File: src/rtl/uart_pkg.sv
`default_nettype none
// ============================================================================
// Module      : uart_pkg
// Description : Shared types and constants for the UART register responder:
//               FSM state encoding, default response bytes and the command
//               byte field layout.
// Revision    : 1.0 - initial release
// ============================================================================
package uart_pkg;

    // Responder FSM states
    typedef enum logic [1:0] {
        IDLE      = 2'd0,
        GET_DATA  = 2'd1,
        SEND      = 2'd2,
        WAIT_DONE = 2'd3
    } state_t;

    // Default response bytes
    localparam logic [7:0] DEFAULT_ACK_BYTE = 8'hA5;
    localparam logic [7:0] DEFAULT_NAK_BYTE = 8'h5A;

    // Command byte field positions
    localparam int CMD_WR_BIT   = 7;
    localparam int CMD_RSVD_MSB = 6;
    localparam int CMD_RSVD_LSB = 4;
    localparam int CMD_ADDR_MSB = 3;
    localparam int CMD_ADDR_LSB = 0;

    // Register map
    localparam int         NUM_REGS    = 15;
    localparam logic [3:0] STATUS_ADDR = 4'hF;

    // True when the reserved command bits are all zero
    function automatic logic cmd_rsvd_ok(input logic [7:0] cmd);
        return (cmd[CMD_RSVD_MSB:CMD_RSVD_LSB] == 3'b000);
    endfunction

endpackage
`default_nettype wire

File: src/rtl/uart_regfile.sv
`default_nettype none
// ============================================================================
// Module      : uart_regfile
// Description : 15 x 8-bit register storage with one synchronous write port,
//               one combinational read port and a tap of register 0.
//               Address 0xF is not stored here; writes to it are dropped.
// Revision    : 1.0 - initial release
// ============================================================================
module uart_regfile
    import uart_pkg::*;
(
    input  logic       clk,
    input  logic       reset,
    input  logic       wr_en,
    input  logic [3:0] wr_addr,
    input  logic [7:0] wr_data,
    input  logic [3:0] rd_addr,
    output logic [7:0] rd_data,
    output logic [7:0] reg0
);

    logic [7:0] regs [0:NUM_REGS-1];

    // Storage array: cleared on reset, single write port
    always_ff @(posedge clk or posedge reset) begin
        if (reset) begin
            for (int i = 0; i < NUM_REGS; i++) begin
                regs[i] <= 8'h00;
            end
        end else if (wr_en && (wr_addr != STATUS_ADDR)) begin
            regs[wr_addr] <= wr_data;
        end
    end

    // Combinational read; address 0xF returns zero (the caller muxes status)
    always_comb begin
        rd_data = 8'h00;
        if (rd_addr != STATUS_ADDR) begin
            rd_data = regs[rd_addr];
        end
    end

    assign reg0 = regs[0];

endmodule
`default_nettype wire

File: src/rtl/uart_reg_responder.sv
`default_nettype none
// ============================================================================
// Module      : uart_reg_responder
// Description : Byte-oriented register access protocol over a UART link.
//               A command byte selects read/write and an address; writes
//               take a following data byte (bounded by a timeout). Every
//               transaction produces exactly one response byte: read data,
//               ACK or NAK. Bytes arriving while a response is pending are
//               dropped and flagged by a sticky overrun bit.
// Revision    : 1.0 - initial release
// ============================================================================
module uart_reg_responder
    import uart_pkg::*;
#(
    parameter int         TIMEOUT_CYCLES = 100000,
    parameter logic [7:0] ACK_BYTE       = DEFAULT_ACK_BYTE,
    parameter logic [7:0] NAK_BYTE       = DEFAULT_NAK_BYTE
) (
    input  logic       clk,
    input  logic       reset,
    input  logic [7:0] rx_data,
    input  logic       rx_valid,
    input  logic       rx_parity_err,
    input  logic       rx_frame_err,
    output logic [7:0] tx_data,
    output logic       tx_send,
    input  logic       tx_busy,
    input  logic       tx_done,
    input  logic [7:0] status_in,
    output logic [7:0] ctrl_out,
    output logic       overrun
);

    // Counter holds 0..TIMEOUT_CYCLES-1 and saturates at the last value
    localparam int                CNT_W    = (TIMEOUT_CYCLES > 1) ? $clog2(TIMEOUT_CYCLES + 1) : 1;
    localparam logic [CNT_W-1:0]  CNT_LAST = CNT_W'(TIMEOUT_CYCLES - 1);

    state_t           state;
    state_t           state_next;
    logic [7:0]       tx_data_next;
    logic [3:0]       wr_addr;
    logic [CNT_W-1:0] cnt;

    logic             rx_err;
    logic             timeout_hit;
    logic             addr_load;
    logic             cnt_clr;
    logic             overrun_set;
    logic             rf_wr_en;
    logic [7:0]       rf_rd_data;
    logic [7:0]       read_value;

    assign rx_err      = rx_parity_err | rx_frame_err;
    assign timeout_hit = (cnt == CNT_LAST);
    assign read_value  = (rx_data[CMD_ADDR_MSB:CMD_ADDR_LSB] == STATUS_ADDR) ? status_in : rf_rd_data;

    uart_regfile u_regfile (
        .clk     (clk),
        .reset   (reset),
        .wr_en   (rf_wr_en),
        .wr_addr (wr_addr),
        .wr_data (rx_data),
        .rd_addr (rx_data[CMD_ADDR_MSB:CMD_ADDR_LSB]),
        .rd_data (rf_rd_data),
        .reg0    (ctrl_out)
    );

    // Next-state, response selection and strobes
    always_comb begin
        state_next   = state;
        tx_data_next = tx_data;
        addr_load    = 1'b0;
        cnt_clr      = 1'b0;
        overrun_set  = 1'b0;
        rf_wr_en     = 1'b0;
        tx_send      = 1'b0;
        case (state)
            IDLE: begin
                if (rx_valid) begin
                    if (rx_err || !cmd_rsvd_ok(rx_data)) begin
                        tx_data_next = NAK_BYTE;
                        state_next   = SEND;
                    end else if (rx_data[CMD_WR_BIT]) begin
                        addr_load    = 1'b1;
                        cnt_clr      = 1'b1;
                        state_next   = GET_DATA;
                    end else begin
                        tx_data_next = read_value;
                        state_next   = SEND;
                    end
                end
            end
            GET_DATA: begin
                // A byte arriving on the timeout cycle still counts
                if (rx_valid) begin
                    if (rx_err) begin
                        tx_data_next = NAK_BYTE;
                    end else begin
                        rf_wr_en     = 1'b1;
                        tx_data_next = ACK_BYTE;
                    end
                    state_next = SEND;
                end else if (timeout_hit) begin
                    tx_data_next = NAK_BYTE;
                    state_next   = SEND;
                end
            end
            SEND: begin
                overrun_set = rx_valid;
                if (!tx_busy) begin
                    tx_send    = 1'b1;
                    state_next = WAIT_DONE;
                end
            end
            WAIT_DONE: begin
                overrun_set = rx_valid;
                if (tx_done) begin
                    state_next = IDLE;
                end
            end
            default: begin
                state_next = IDLE;
            end
        endcase
    end

    // State, response byte and latched write address
    always_ff @(posedge clk or posedge reset) begin
        if (reset) begin
            state   <= IDLE;
            tx_data <= 8'h00;
            wr_addr <= 4'h0;
        end else begin
            state   <= state_next;
            tx_data <= tx_data_next;
            if (addr_load) begin
                wr_addr <= rx_data[CMD_ADDR_MSB:CMD_ADDR_LSB];
            end
        end
    end

    // Timeout counter: runs only while waiting for the data byte, never wraps
    always_ff @(posedge clk or posedge reset) begin
        if (reset) begin
            cnt <= '0;
        end else if (cnt_clr) begin
            cnt <= '0;
        end else if ((state == GET_DATA) && (cnt < CNT_LAST)) begin
            cnt <= cnt + 1'b1;
        end
    end

    // Sticky overrun flag, cleared only by reset
    always_ff @(posedge clk or posedge reset) begin
        if (reset) begin
            overrun <= 1'b0;
        end else if (overrun_set) begin
            overrun <= 1'b1;
        end
    end

endmodule
`default_nettype wire
File: config.mk
export PLATFORM = sky130hd
export DESIGN_NAME = uart_reg_responder
export DESIGN_NICKNAME = d
export VERILOG_FILES = /design/src/rtl/uart_pkg.sv /design/src/rtl/uart_regfile.sv /design/src/rtl/uart_reg_responder.sv
export SDC_FILE = /design/constraint.sdc
export NUM_CORES = 1
export LEC_CHECK = 0
export CORE_ASPECT_RATIO = 1.75
export CORE_MARGIN = 2
export CORE_UTILIZATION = 45
export CTS_CLUSTER_DIAMETER = 100
export DETAILED_ROUTE_END_ITERATION = 12
export HOLD_SLACK_MARGIN = 0.1
export MAX_ROUTING_LAYER = met4
export PLACE_DENSITY = 0.63
export SLEW_MARGIN = 20
export SYNTH_ARGS = -nofsm -noshare
export SYNTH_HDL_FRONTEND = slang
export SYNTH_SLANG_ARGS = --single-unit
File: constraint.sdc
create_clock -name clk -period 8.3 [get_ports clk]
set_input_delay 2.075 -clock clk [delete_from_list [all_inputs] [get_ports clk]]
set_output_delay 2.075 -clock clk [all_outputs]
set_load 0.02 [all_outputs]
Word-level counts from Yosys, hierarchy flattened
Index checks and enable logic that the tools add are counted.

Div/mod/pow operators: 0. Order comparisons: 4. Add/sub/neg operators: 1. Eq/ne operators: 12. Bitwise operators: 3. Multiplexer cells: 35. Reduce and logical (&&, ||, !) cells: 12. Multiply operators: 0. Shift-type cells: 0.

Operator list (count): bitwise mux 120 bit (1); two-way mux 8 bit (11); two-way mux 17 bit (2); binary-select mux 8 bit (select 4 bit) (1); demux 8 bit (select 4 bit) (1); adder 17 x 1 -> 17 bit (second input constant) (1); equality test 17 bit (second input constant) (1); less-than comparator 17 bit (second input constant) (1); case mux 8 bit (2 select lines) (1); two-way mux 2 bit (7); greater-or-equal comparator 5 bit (second input constant) (2); two-way mux 1 bit (10); inverter 4 -> 5 bit (2); inequality test 4 bit (second input constant) (2); case mux 2 bit (4 select lines) (1); AND reduction 4 bit (2); inequality test 2 bit (second input constant) (3); inequality test 3 bit (second input constant) (2); less-than comparator 5 x 1 -> 1 bit (second input constant) (1); equality test 2 bit (second input constant) (2); equality test 4 bit (second input constant) (1); nonzero test 2 bit (2); logical AND 1 bit (3); zero test 3 bit (1); 6 further kinds (6).

Bits in latches: 0. Bits of input ports: 23. Bits in writable memories: 0. Output and inout port bits: 18. Word-level logic and storage cells: 87. Register bits after elaboration: 152. Memories kept: 0. Bits in read-only memories: 0.

Logic depth before layout (Yosys ltp)
Gate-level depths: netlist of the first run.

Word-level depth: 10. Gate-level depth with buffers: 8. Mapped depth without buffers: 7.

Cells and area by module
From an unflattened synthesis of the first run, not the netlist that was laid out.

Cell total of the unflattened synthesis: 600. Area total of the unflattened synthesis: 7628.6 µm².

By module, submodules not included: uart_regfile (seq. area each 3002.9 µm², cells an instance 406, area an instance 5776.8 µm², times used 1); uart_reg_responder (seq. area each 800.8 µm², cells an instance 194, area an instance 1851.8 µm², times used 1).

Worst setup path after synthesis of the first run
No wires, ideal clock.

Path type: input to output. From: in tx_busy. To: out tx_send. Setup slack: 3.846 ns. Arrival: 2.379 ns. Cell stages on the path: 1. Buffers on the path: 0. Data required time: 6.225 ns. Cell sequence: nor2b_1.

Word-level cells in the longest chain between the ends: 2.

RTL lines: from (decl) (RTL line uart_reg_responder.sv:27) `input logic tx_busy,`; two-way mux 1 bit (RTL line uart_reg_responder.sv:110) `if (!tx_busy) begin`; two-way mux 1 bit (RTL line uart_reg_responder.sv:77) `case (state)`; to (decl) (RTL line uart_reg_responder.sv:26) `output logic tx_send,`.

Every way passes these cells.

Worst setup path after layout of the first run
Same ends and word-level chain as after synthesis.

==> results.cfg, run 1 <==
[worst_setup_path]
ff2ff_setup_slack_ns = 5.59
start_kind = input pin
required_ns = 6.23
crit_path_end_kind = primary output
critPathKind = input pin to primary output
crit_fanout = 2
cp.arrival_ns = 3.23

[routing]
firstDrtPassIters = 6
vias = 4772
drt_wl_total_mm = 16.38
vias_per_cell = 5.870
final_antenna_net_count = 0
drc = 0
drt-wirelength-per-cell_um = 20.15
drt-initial-drc-count = 260

[global_route]
grt.total_usage_pct = 20.70
grt_overflow = 0
antenna_found_initial = 0
grt_max_degree = 89
grt_pass1_wl_mm = 27.16
grt_pass1_vias = 5023

[cts]
insertion_delay_ns = 0.41
root_buffer = clkbuf_16
tritoncts = done
clockBufferDepth = 2
h-tree-depth = 4
cts_resized = 0
postCtsSetupRepairBufs = 0
hold_buffers = 0
clock-sinks = 152
cts_buffers = 17
path_clk_slew_ns = 0.06

[cells_and_area]
fin_util_pct = 52.62
design_area_um2 = 8531
drive_gt1_share_pct = 31.56
syn_to_final_growth_pct = 15.46
layout.nets = 637
diodes = 0
stdcell_count = 813

[place]
dp.cells = 782
dpl_cell_area_um2 = 7880
dpl.hpwl_mm = 10.95
portBuffers = 40
place.gp.congestion = 0.8231

[hold_path]
hold_class = register to register

[yosys]
syn_area_per_cell_um2 = 12.65
synth_area_um2 = 7388
async_reset_ff_share_pct = 100.0
ys_types = 54
synthXorXnorAreaFrac_pct = 1.067
synth_edf_count = 0
synth_compound_area_share_pct = 7.180
yosys.area_share.simple_pct = 9.280
synthesis.nets = 612
synth-adder-area-share_pct = 0.8467
ys_seq_elements = 152
synthFlopType = dfrtp_1
yosysSeqAreaShare_pct = 51.48
netlist_instances = 584
synth_top_family_by_area = multiplexers
muxShareOfSynthArea_pct = 26.93
ys_warn_count = 0

[die]
die_y_um = 173.5
rows = 62
die_x_um = 100.9
io_pins = 41
design.die.area_um2 = 17500
start_util_pct = 45.57
core_um2 = 16210

[timing]
skew_ns = 0.009120
slew_headroom_pct = 40.78
period_needed_ns = 5.301
slew_violations = 0
setup_viol = 0
fmax_mhz = 188.6
finalSetupTns_ns = 0
grt_setup_unrepaired = no
worst_pin_slew_ns = 0.8850
hold_viol_final = 0
period_share_pct = 63.87

[outcome]
status = completed

[power_and_ir_drop]
p_leak_nw = 3.958
power_per_cell_area_nw_per_um2 = 260.9
irDropWorstVdd_mv = 0.1604

[run]
drv_cap = 0
-- final timing paths --
kind / start / end / depth (start not counted)
max: tx_busy / tx_send / 3
min: overrun / overrun / 1
max reg2reg: state[1] / u_regfile.regs[6] / 6
min reg2reg: overrun / overrun / 1
max in group asynchronous: reset / u_regfile.reg0[6] / 3
min in group asynchronous: reset / u_regfile.regs[1] / 2
-- cell usage after synthesis, types with 3 or more instances --
| library cell | instances | area, µm² |
|---|---|---|
| o22a_1 | 4 | 35.03 |
| buf_1 | 3 | 11.26 |
| inv_1 | 13 | 48.80 |
| nand2_1 | 36 | 135.1 |
| a22oi_1 | 3 | 22.52 |
| o21ai_0 | 12 | 60.06 |
| mux4_2 | 16 | 360.4 |
| buf_2 | 7 | 35.03 |
| nor3_1 | 6 | 30.03 |
| o2bb2ai_1 | 6 | 52.55 |
| dfrtp_1 | 152 | 3804 |
| nand3_1 | 10 | 50.05 |
| a21oi_1 | 9 | 45.04 |
| nand4_1 | 6 | 37.54 |
| or3_1 | 4 | 25.02 |
| o21a_1 | 3 | 22.52 |
| o211ai_1 | 3 | 22.52 |
| clkbuf_1 | 22 | 82.58 |
| ha_1 | 5 | 62.56 |
| nor2b_1 | 9 | 56.30 |
| buf_4 | 8 | 60.06 |
| nor3_2 | 3 | 30.03 |
| mux2_2 | 126 | 1419 |
| mux2i_1 | 21 | 210.2 |
| a2bb2oi_1 | 5 | 43.79 |
| nor2_1 | 29 | 108.9 |
| nor2_2 | 3 | 18.77 |
| a221oi_1 | 4 | 35.03 |
| xnor2_1 | 9 | 78.83 |
| nand2b_1 | 7 | 43.79 |
| a211oi_1 | 7 | 52.55 |
-- layer usage --
metal	vias up	part of all wire (%)	track usage (%)
li1	2171	-	-
met1	2498	42	25.89
met2	90	54	34.44
met3	13	2.7	3.145
met4	0	1.7	6.336
met5	-	0	-
-- layout by cell type (no fill, tap or decap), types with 3 or more instances in the layout --
cell and instances:
dfrtp_1 152, mux2_2 126, clkdlybuf4s50_1 38, nand2_1 36, nor2_1 29, mux2i_1 21
clkbuf_16 17, mux4_2 16, inv_1 12, o21ai_0 12, nand3_1 10, a21oi_1 9
xnor2_1 9, nor2b_1 9, nand2b_1 7, a211oi_1 7, nand4_1 6, o2bb2ai_1 6
inv_6 6, buf_4 6, nor3_1 5, a2bb2oi_1 5, ha_1 5, bufinv_16 5
or3_1 4, nor3_2 4, a221oi_1 4, o22a_1 4, o211ai_1 3, o21a_1 3
a22oi_1 3, nor2_2 3, clkinvlp_4 3
-- critical path, cell delays in order --
cell,delay [ns]
clkdlybuf4s50_1,0.41
nor2b_1,0.12
clkdlybuf4s50_1,0.62
-- flip-flops by register name, summed over array words and instances (netlist names) --
signal          count
u_regfile.regs    112
cnt                17
tx_data             8
u_regfile.reg0      8
wr_addr             4
state               2
overrun             1
-- power breakdown --
part / switching [mW] / total (mW) / internal (mW)
combinational: 0.256 / 0.472 / 0.217
clock: 0.313 / 0.850 / 0.537
sequential: 0.0785 / 0.903 / 0.825
total: 0.647 / 2.23 / 1.58
-- final cells by class --
class	count	area, µm²
Tap cell	192	240.2
Timing Repair Buffer	46	435.4
Inverter	13	53.80
Fill cell	1376	7682
Multi-Input combinational cell	379	3352
Clock inverter	13	216.5
Clock buffer	18	429.2
Sequential cell	152	3804
-- through the flow --
stage	setup slack, ns	hold slack [ns]	power [mW]
global route	2.897	0.4958	2.334
finish	2.999	0.4711	2.226
detailed placement	2.986	0.4570	1.390
global placement	2.987	0.4565	1.373
floorplan	2.132	0.4737	1.232
CTS	2.992	0.4764	2.245
-- kinds of logic (layout without fill, tap and decap cells) --
group,Yosys count,in the layout
AOI/OAI and AO/OA,71,71
xor gates and xnor gates,9,9
and+or+nand+nor,131,131
buffers and inverters,53,90
muxes,163,163
adders and majority gates,5,5
DFF,152,152
No activity file was read; power rests on OpenSTA's default activity.
==> run 2, diff against run 1 <==
clock period = 5.05 ns   (was 8.3 ns; I/O delays follow)
==> results.cfg, run 2 (synthesis gave the netlist of run 1 again) <==
[global_route]
grt_overflow = 0
grt.total_usage_pct = 21.50
grt_max_degree = 108
grt_pass1_vias = 5185
grt_pass1_wl_mm = 27.56
antenna_found_initial = 0

[outcome]
status = completed

[cells_and_area]
diodes = 0
final_common_cell = dfrtp_1
top_regs = u_regfile.regs: 112 flops, cnt: 17 flops
design_area_um2 = 8534
final_cell_mix = 152 x dfrtp_1, 126 x mux2_2, 38 x clkdlybuf4s50_1
syn_to_final_growth_pct = 15.51
layout.nets = 645
largest_reg_flops = 112
regMostFlops = u_regfile.regs
drive_gt1_share_pct = 32.38

[power_and_ir_drop]
p_sw_mw = 1.085
internal_power_mw = 2.440
power_per_cell_area_nw_per_um2 = 413.0
power.share.clock_pct = 35.3
irDropWorstVdd_mv = 0.2765
power.share.combinational_pct = 22.6
power_frac_seq_pct = 42.1
switching_share_pct = 30.77
p_leak_nw = 3.976

[die]
io_pins = 41
core_um2 = 16210
start_util_pct = 45.57
rows = 62
die_y_um = 173.5
die_x_um = 100.9
design.die.area_um2 = 17500

[routing]
final_antenna_net_count = 0
vias_per_cell = 5.798
drt-wirelength-per-cell_um = 20.52
drc = 0
firstDrtPassIters = 4
vias = 4766
drt-initial-drc-count = 217
drt_wl_total_mm = 16.87

[cts]
tritoncts = done
cts_buffers = 17
insertion_delay_ns = 0.43
postCtsSetupRepairBufs = 0
clockBufferDepth = 2
root_buffer = clkbuf_16
cts_resized = 0
clock-sinks = 152
hold_buffers = 0
path_clk_slew_ns = 0.06
h-tree-depth = 4

[place]
dpl_cell_area_um2 = 7951
place.gp.congestion = 0.8039
portBuffers = 40
dpl.hpwl_mm = 11.55

[timing]
slew_headroom_pct = 39.63
fmax_mhz = 271.2
hold_viol_final = 0
period_needed_ns = 3.687
setup_viol = 0
finalSetupTns_ns = 0
period_share_pct = 73.01
worst_pin_slew_ns = 0.9023
grt_setup_unrepaired = no
slew_violations = 0
skew_ns = 0.01144

[worst_setup_path]
crit_path_end_kind = primary output
critPathKind = input pin to primary output
required_ns = 3.79
cp.arrival_ns = 2.42
crit_fanout = 2
start_kind = input pin

[hold_path]
hold_class = register to register

[run]
drv_cap = 0
-- run 2: changes by cell type in the layout (fill, tap and decap cells not counted) --
cell / change
bufinv_16: -4
buf_12: +1
clkinvlp_4: -1
clkbuf_8: +3
clkinv_2: +1
inv_6: -3
buf_4: +7
nor3_2: -1
clkinv_4: +5
nor3_1: +1
-- run 2: metrics by stage --
| step | power, mW | hold WS [ns] | std cells | utilization [%] | setup slack [ns] |
|---|---|---|---|---|---|
| 3_3_place_gp | 2.268 | 0.4583 | 790 | 49.04 | 1.156 |
| 6_report | 3.525 | 0.4946 | 822 | 52.64 | 1.363 |
| 2_1_floorplan | 2.026 | 0.4737 | 584 | - | 1.871 |
| 4_1_cts | 3.552 | 0.4829 | 822 | 52.64 | 1.355 |
| 3_5_place_dp | 2.299 | 0.4643 | 790 | 49.04 | 1.071 |
| 5_1_grt | 3.679 | 0.4978 | 822 | 52.64 | 1.296 |
-- run 2: layout make-up --
cell class | instances | area [µm²]
tap | 192 | 240.2
inverter | 13 | 52.55
clock inverter | 11 | 112.6
fill | 1393 | 7679
sequential | 152 | 3804
clock buffer | 21 | 470.5
multi-input combinational | 379 | 3347
timing repair buffer | 54 | 508.0
-- run 2: path summary, 6_finish.rpt --
path | startpoint | endpoint | slack (ns) | depth (start not counted)
setup / recovery | tx_busy | tx_send | 1.36 | 3
hold / removal | overrun | overrun | 0.49 | 1
setup reg to reg | state[1] | u_regfile.regs[7] | 2.36 | 6
hold reg to reg | overrun | overrun | 0.49 | 1
max in group asynchronous | reset | wr_addr[2] | 3.24 | 3
min in group asynchronous | reset | u_regfile.regs[25] | 1.35 | 3
-- run 2: per-layer routing --
metal | part of all wire, % | track usage (%) | vias to the layer above
met1 | 41 | 25.52 | 2442
met5 | 0 | - | -
li1 | - | - | 2190
met3 | 3.1 | 4.355 | 31
met2 | 53 | 35.33 | 103
met4 | 3.1 | 8.790 | 0
-- run 2: worst max-delay path, stage by stage --
cell             delay (ns)
clkdlybuf4s50_1        0.42
nor2b_1                0.12
clkdlybuf4s50_1        0.62
-- run 2: power by group through the flow --
stage | Combinational (mW) | Clock [mW] | Sequential [mW]
6_report | 0.796 | 1.25 | 1.48
5_1_grt | 0.859 | 1.32 | 1.50
4_1_cts | 0.799 | 1.27 | 1.48
3_5_place_dp | 0.796 | 0 | 1.50
3_3_place_gp | 0.772 | 0 | 1.50
2_1_floorplan | 0.523 | 0 | 1.50
==> run 3, diff against run 2 <==
PLACE_DENSITY = 0.65   (was 0.63)
clock period = 3 ns   (was 5.05 ns; I/O delays follow)
==> results.cfg, run 3 (synthesis gave the netlist of run 1 again) <==
[routing]
final_antenna_net_count = 0
vias_per_cell = 5.766
drt-wirelength-per-cell_um = 20.60
drt_wl_total_mm = 17.55
drt-initial-drc-count = 343
drc = 0
firstDrtPassIters = 4
vias = 4913

[timing]
period_needed_ns = 2.714
skew_ns = 0.008587
grt_setup_unrepaired = no
finalSetupTns_ns = 0
slew_violations = 0
period_share_pct = 90.46
whs_ns = 0.4881
fmax_mhz = 368.5
hold_viol_final = 0
worst_pin_slew_ns = 0.6288
slew_headroom_pct = 57.73
setup_viol = 0
worst_slack_ns = 0.2861

[cts]
cts_buffers = 17
hold_buffers = 0
insertion_delay_ns = 0.42
clock-sinks = 152
tritoncts = done
root_buffer = clkbuf_16
postCtsSetupRepairBufs = 0
h-tree-depth = 4
cts_resized = 0
clockBufferDepth = 2
path_clk_slew_ns = 0.07

[global_route]
grt_overflow = 0
grt_max_degree = 59
antenna_found_initial = 0
grt_pass1_vias = 5314
grt_pass1_wl_mm = 28.59
grt.total_usage_pct = 22.13

[cells_and_area]
final_common_cell = dfrtp_1
stdcell_count = 852
layout.nets = 675
diodes = 0
final_cell_mix = 152 x dfrtp_1, 126 x mux2_2, 39 x buf_4
regMostFlops = u_regfile.regs
syn_to_final_growth_pct = 19.64
largest_reg_flops = 112
fin_util_pct = 54.52
fillers = 1322
design_area_um2 = 8840
top_regs = u_regfile.regs: 112 flops, cnt: 17 flops
drive_gt1_share_pct = 35.61

[die]
rows = 62
design.die.area_um2 = 17500
io_pins = 41
die_y_um = 173.5
die_x_um = 100.9
start_util_pct = 45.57
core_um2 = 16210

[worst_setup_path]
cp.arrival_ns = 3.00
start_kind = input pin
critPathKind = input pin to register
crit_fanout = 8
required_ns = 3.29
crit_path_end_kind = register

[place]
dpl.hpwl_mm = 12.64
place.gp.congestion = 0.9221
portBuffers = 40
dp.cells = 820
preCtsSetupSlack_ns = -0.1275
dpl_cell_area_um2 = 8227

[power_and_ir_drop]
power_per_cell_area_nw_per_um2 = 686.8
power_mw = 6.071
p_leak_nw = 4.152
irDropWorstVdd_mv = 0.5021

[hold_path]
hold_class = register to register

[run]
drv_cap = 0

[outcome]
status = completed
-- run 3: changes by cell type in the layout (fill, tap and decap cells not counted) --
| cell | delta |
|---|---|
| buf_4 | +26 |
| buf_12 | +4 |
| clkinvlp_4 | +3 |
| bufinv_16 | +2 |
| clkbuf_8 | -2 |
| clkinv_4 | -2 |
| clkbuf_1 | -1 |
| clkinv_2 | +1 |
| inv_6 | -1 |
-- run 3: final timing paths --
kind / start / end / slack (ns) / cells past startpoint
setup / recovery: rx_data[6] / tx_data[6] / 0.29 / 6
hold / removal: overrun / overrun / 0.49 / 1
setup reg to reg: state[1] / u_regfile.regs[45] / 0.61 / 6
hold reg to reg: overrun / overrun / 0.49 / 1
max in group asynchronous: reset / u_regfile.regs[89] / 1.64 / 3
min in group asynchronous: reset / u_regfile.regs[40] / 0.71 / 2
-- run 3: final cells by class --
| cell class | count | area [µm²] | area share [%] |
|---|---|---|---|
| Multi-Input combinational cell | 379 | 3347 | 37.86 |
| Timing Repair Buffer | 84 | 783.3 | 8.861 |
| Inverter | 13 | 52.55 | 0.5945 |
| Clock inverter | 14 | 173.9 | 1.967 |
| Tap cell | 192 | 240.2 | 2.718 |
| Clock buffer | 18 | 439.2 | 4.968 |
| Sequential cell | 152 | 3804 | 43.03 |
-- run 3: critical path: stages --
cell	delay, ns
clkdlybuf4s50_1	0.61
or4_1	0.62
nor3b_2	0.35
nor2_1	0.15
o211ai_2	0.38
o2bb2ai_1	0.15
-- run 3: power breakdown --
part	total (mW)	switching (mW)	internal (mW)
logic	1.37	0.731	0.638
clock network	2.21	0.870	1.34
registers	2.50	0.214	2.28
total	6.07	1.82	4.26
-- run 3: per-layer routing --
layer  share of wire, %  GRT usage, %
met1                 41         26.77
met2                 52         36.08
met3                3.2         3.992
met4                3.5         9.304
met5                  0             -
==> patch 1, RTL diff (config.mk and constraints of run 2) <==
The 4 states of `state_t` get a one-hot encoding in 4 bits.
--- a/src/rtl/uart_pkg.sv
+++ b/src/rtl/uart_pkg.sv
@@ -9,11 +9,11 @@
 package uart_pkg;
 
     // Responder FSM states
-    typedef enum logic [1:0] {
-        IDLE      = 2'd0,
-        GET_DATA  = 2'd1,
-        SEND      = 2'd2,
-        WAIT_DONE = 2'd3
+    typedef enum logic [3:0] {
+        IDLE      = 4'b0001,
+        GET_DATA  = 4'b0010,
+        SEND      = 4'b0100,
+        WAIT_DONE = 4'b1000
     } state_t;
 
     // Default response bytes
Check against the original RTL: same outputs for any inputs over 4 cycles, from zero or initial values and one cycle with reset high; so few cycles prove little.
==> patch 1 against run 2 <==
Clock skew decreased by 0.0038 ns. Final area increased by 1.4%. Sequential power decreased by 3%. Power decreased by 7.8%. Worst setup slack got worse by 0.37 ns. Synthesized area increased by 1.7%. Count of clock-buffer cells in the layout decreased by 2. Hold slack got worse by 0.026 ns. Wire length increased by 1.1%. Sequential cell count increased by 2.
==> patch 1: results (changes against run 2) <==
INFO  power_and_ir_drop peakVddDrop=0.000200V [-28%]
INFO  yosys          yosys_warnings=0 [unchanged]
INFO  timing         finalSetupTns=0ns [unchanged]
INFO  clocking       post_cts.repair.setup_buffers=0 [unchanged]
INFO  routing        drtIter0Drc=285 [+31%]
INFO  global_routing number_of_antenna_violations_at_the_first_check_in_global_routing=0 [unchanged]
INFO  power_and_ir_drop cellLeakagePower=0.00393µW [-1.1%]
INFO  timing         timing.clock.skew=0.00761ns [-0.00384 ns]
INFO  global_routing grt_first_pass_wirelength=27900µm [+1.2%]
INFO  clocking       worst_setup_hold_path_clk_slew=0.06ns [about the same]
INFO  timing         setup_viol_count_final=0 [unchanged]
INFO  timing         max_slew_margin=0.365 [-0.0317]
INFO  hold_path      hold_path_class=flip-flop to flip-flop
INFO  clocking       clock_insertion_delay_worst_skew=0.42ns
INFO  cells_and_area reg.largest.list=u_regfile.regs: 112 flops, cnt: 17 flops
INFO  placement      final_replace_weighted_congestion=0.869 [+8.1%]
INFO  yosys          synth_fp_nets=614 [+0.33%]
INFO  placement      detailed_place.area=8020µm² [+0.91%]
INFO  cells_and_area layout.nets=634 [-1.7%]
INFO  yosys          ys_async_sr_fraction=1.00 [unchanged]
INFO  outcome        status=completed
INFO  setup_path     arrival=2.79ns [+0.37 ns]
INFO  timing         clock.fmax=246MHz [-9.1%]
INFO  clocking       cts-resized-gates=0 [unchanged]
INFO  clocking       clock_tree.buffer_depth=2 [unchanged]
INFO  global_routing grt_max_degree=130 [+20%]
INFO  routing        drt_pre_antenna_iters=4 [unchanged]
INFO  placement      pre_cts_ws=0.870ns [-0.201 ns]
INFO  routing        wirelength_per_cell=20.1µm [-1.9%]
INFO  clocking       cts_buffers=17 [unchanged]
INFO  global_routing global_route.usage.total=0.211 [-0.00440]
INFO  yosys          yosys-top-cells-area=sky130_fd_sc_hd__dfrtp_1, sky130_fd_sc_hd__mux2_2, sky130_fd_sc_hd__mux4_2
INFO  setup_path     critPathMaxFanout=2 [unchanged]
INFO  power_and_ir_drop switching_power=895µW [-17%]
INFO  cells_and_area drive_gt1_frac=0.329 [+0.00524]
INFO  clocking       clock_tree.htree_level_count=4 [unchanged]
INFO  placement      buffer_ports.inserted=40 [unchanged]
INFO  routing        vias=4877 [+2.3%]
INFO  clocking       clk_root_buffer_cell=sky130_fd_sc_hd__clkbuf_16
INFO  yosys          synth.cells.most_frequent=sky130_fd_sc_hd__dfrtp_1, sky130_fd_sc_hd__mux2_2, sky130_fd_sc_hd__nand2_1
INFO  cells_and_area insertedDiodeCount=0 [unchanged]
INFO  yosys          yosysSeqAreaShare=0.513 [-0.00157]
INFO  clocking       count_of_clock_tree_sinks=154 [+1.3%]
INFO  global_routing first_global_vias=5231 [+0.89%]
INFO  placement      dp_hpwl=12100µm [+4.4%]
INFO  yosys          post_synth_num_cell_types=54 [unchanged]
-- patch 1: cells by family (layout without fill, tap and decap cells) --
kind of cell | after synthesis | in the layout | share of synthesized area
xor gates and xnor gates | 1 | 1 | 0.00117
AOI/OAI and AO/OA | 72 | 72 | 0.0675
muxes | 163 | 163 | 0.275
adders and majority gates | 1 | 1 | 0.00167
and+or+nand+nor | 149 | 149 | 0.110
DFF | 154 | 154 | 0.513
buffers and inverters | 50 | 83 | 0.0317
-- patch 1: final cells by class --
class | instances | area, µm²
clock buffers | 19 | 443
clock inverters | 13 | 184
flip-flops and latches | 154 | 3850
multi-input cells | 386 | 3420
inverters | 5 | 22.5
fillers | 1389 | 7720
well taps | 224 | 280
repair buffers | 46 | 448
-- patch 1: through the flow --
step                      total power (µW)  instances
after floorplan                       1750        590
after global placement                1920        815
after detailed placement              1930        815
after CTS                             3280        847
after global routing                  3400        847
final                                 3250        847
-- patch 1: metal layers --
metal	part of all wire	global-route usage
met1	0.39	0.235
met2	0.56	0.371
met5	0	-
met3	0.018	0.0384
met4	0.026	0.0726
-- patch 1: path summary, 6_finish.rpt --
| check | start | end | slack (ns) | depth (start not counted) |
|---|---|---|---|---|
| setup / recovery | tx_busy | tx_send | 0.99 | 4 |
| hold / removal | overrun | overrun | 0.47 | 1 |
| setup reg to reg | cnt[11] | tx_data[2] | 2.44 | 5 |
| hold reg to reg | overrun | overrun | 0.47 | 1 |
| max in group asynchronous | reset | tx_data[2] | 2.73 | 3 |
| min in group asynchronous | reset | u_regfile.regs[25] | 1.26 | 2 |
-- patch 1: worst max-delay path, stage by stage --
cell,delay [ns]
sky130_fd_sc_hd__clkdlybuf4s50_1,0.42
sky130_fd_sc_hd__or2_2,0.31
sky130_fd_sc_hd__nor3_1,0.17
sky130_fd_sc_hd__clkdlybuf4s50_1,0.64
-- patch 1: power groups by stage --
stage | Combinational [µW] | Sequential, µW | Clock [µW]
after floorplan | 302 | 1450 | 0
after global placement | 472 | 1440 | 0
after detailed placement | 482 | 1450 | 0
after CTS | 482 | 1430 | 1370
after global routing | 528 | 1450 | 1420
final | 476 | 1430 | 1340
==> patch 2, RTL diff (flow settings as in run 2) <==
Without the edit above. The package constant `NUM_REGS` goes from 15 to 16.
--- a/src/rtl/uart_pkg.sv
+++ b/src/rtl/uart_pkg.sv
@@ -28,7 +28,7 @@
     localparam int CMD_ADDR_LSB = 0;
 
     // Register map
-    localparam int         NUM_REGS    = 15;
+    localparam int         NUM_REGS    = 16;
     localparam logic [3:0] STATUS_ADDR = 4'hF;
 
     // True when the reserved command bits are all zero
Check against the original RTL: no difference found for any inputs over 4 cycles, from zero or initial values and one cycle with reset high; that may be too few to reach the edited logic, so the function may still have changed.
==> patch 2 against run 2 <==
Utilization up 0.095 points. Highest routed layer unchanged. Power is 1.7% lower. Final area up 0.66%. Sequential cell count increased by 1. Count of clock-buffer cells in the layout is 3 lower. Wire length rose by 2.0%. Synthesized area up 0.73%. Worst setup slack lost 0.12 ns.
==> patch 2: results (changes against run 2) <==
INFO  setup_path     worst-r2r-cell-count=7 [+1]
INFO  global_routing first_global_vias=5080 [-2.0%]
INFO  routing        routed-wl-met2=9350µm [+4.3%]
INFO  routing        vias=4888 [+2.6%]
INFO  yosys          synth_fp_nets=618 [+0.98%]
INFO  timing         timing.clock.skew=0.00629ns [-0.00515 ns]
INFO  global_routing grt_max_degree=99 [-8.3%]
INFO  outcome        status=completed
INFO  placement      dp_hpwl=11700µm [+1.4%]
INFO  cells_and_area layout.nets=646 [+0.16%]
INFO  cells_and_area reg.largest.list=u_regfile.regs: 113 flops, cnt: 17 flops
INFO  cells_and_area number_of_non_filler_instances_in_the_completed_layout=823 [+0.12%]
INFO  global_routing global_route.usage.total=0.211 [-0.00389]
INFO  yosys          post_synth_num_cell_types=50 [-7.4%]
INFO  global_routing grt_first_pass_wirelength=27400µm [-0.67%]
INFO  timing         tightestPinTransition=1.04ns [+0.136 ns]
INFO  power_and_ir_drop peakVddDrop=0.000195V [-29%]
INFO  routing        drtIter0Drc=313 [+44%]
INFO  cells_and_area drive_gt1_frac=0.330 [+0.00583]
INFO  global_routing grtUsageMet3=0.0446 [+0.00108]
INFO  setup_path     critPathSlowestCell=sky130_fd_sc_hd__nor2b_1
INFO  routing        met3WireLength=446µm [-15%]
INFO  yosys          yosysSeqAreaShare=0.514 [about the same]
INFO  setup_path     worst_path_dominant_cell_family=simple AND/OR/NAND/NOR gates
INFO  yosys          yosys_warnings=0 [unchanged]
INFO  routing        postRouteWirelength=17200µm [+2.0%]
INFO  placement      final_replace_weighted_congestion=0.886 [+10%]
INFO  clocking       worst_setup_hold_path_clk_slew=0.06ns [about the same]
INFO  placement      place.detailed.instances=791 [+0.13%]
INFO  yosys          avgSynthCellArea=12.6µm² [-0.30%]
INFO  power_and_ir_drop cellLeakagePower=0.00389µW [-2.1%]
INFO  routing        detailed_route_wire_length_on_metal_1=6910µm [+0.92%]
INFO  global_routing grt_util_met2=0.358 [+0.00456]
INFO  yosys          synth.cells.most_frequent=sky130_fd_sc_hd__dfrtp_1, sky130_fd_sc_hd__mux2_2, sky130_fd_sc_hd__nand2_1
INFO  setup_path     critPathMaxFanout=8 [+6]
INFO  global_routing groute.layer.met1.usage=0.243 [-0.0121]
INFO  yosys          yosys-top-cells-area=sky130_fd_sc_hd__dfrtp_1, sky130_fd_sc_hd__mux2_2, sky130_fd_sc_hd__mux4_2
INFO  setup_path     r2r_slack=1.86ns [-0.50 ns]
INFO  setup_path     number_of_cells_on_the_critical_path=6 [+3]
## patch 2: cell types whose count changed in the layout (fill, tap and decap cells not counted), sizes merged, moves of 6 or more
cell / delta
a21oi: +8
inv: -6
o22ai: +10
o2bb2ai: -6
or3: +8
xnor2: -9
## patch 2: final timing paths
kind                                   startpoint            endpoint
worst max-delay path                     rx_valid  u_regfile.regs[35]
worst min-delay path            u_regfile.regs[6]   u_regfile.regs[6]
worst max register to register           state[1]  u_regfile.regs[35]
worst min register to register  u_regfile.regs[6]   u_regfile.regs[6]
max in group asynchronous                   reset              cnt[3]
min in group asynchronous                   reset  u_regfile.regs[21]
## patch 2: layout make-up
class	count	area, µm²
clock buffers	18	439
multi-input cells	385	3380
flip-flops and latches	153	3830
well taps	192	240
repair buffers	53	500
inverters	8	33.8
fillers	1371	7700
clock inverters	14	171
## patch 2: metrics by stage
| stage | hold WS, ns | instance area, µm² | utilization | setup WS, ns |
|---|---|---|---|---|
| 2_1_floorplan | 0.424 | 7450 | - | 1.86 |
| 3_5_place_dp | 0.375 | 7980 | 0.490 | 0.822 |
| 6_report | 0.391 | 8590 | 0.527 | 1.25 |
| 3_3_place_gp | 0.360 | 7970 | 0.489 | 0.915 |
| 4_1_cts | 0.389 | 8590 | 0.527 | 1.25 |
| 5_1_grt | 0.413 | 8590 | 0.527 | 1.06 |
## patch 2: cell families after synthesis
family,after synthesis,share of synthesized area
AND/OR/NAND/NOR,144,0.106
adder cells (fa/ha/maj),5,0.00841
multiplexers,166,0.279
buffers and inverters,52,0.0318
XOR/XNOR,2,0.00235
flip-flops,153,0.514
AO/OA/AOI/OAI,68,0.0583
## patch 2: report_power, final
| part | switching [µW] | internal [µW] |
|---|---|---|
| clock network | 524 | 793 |
| logic | 349 | 299 |
| registers | 145 | 1360 |
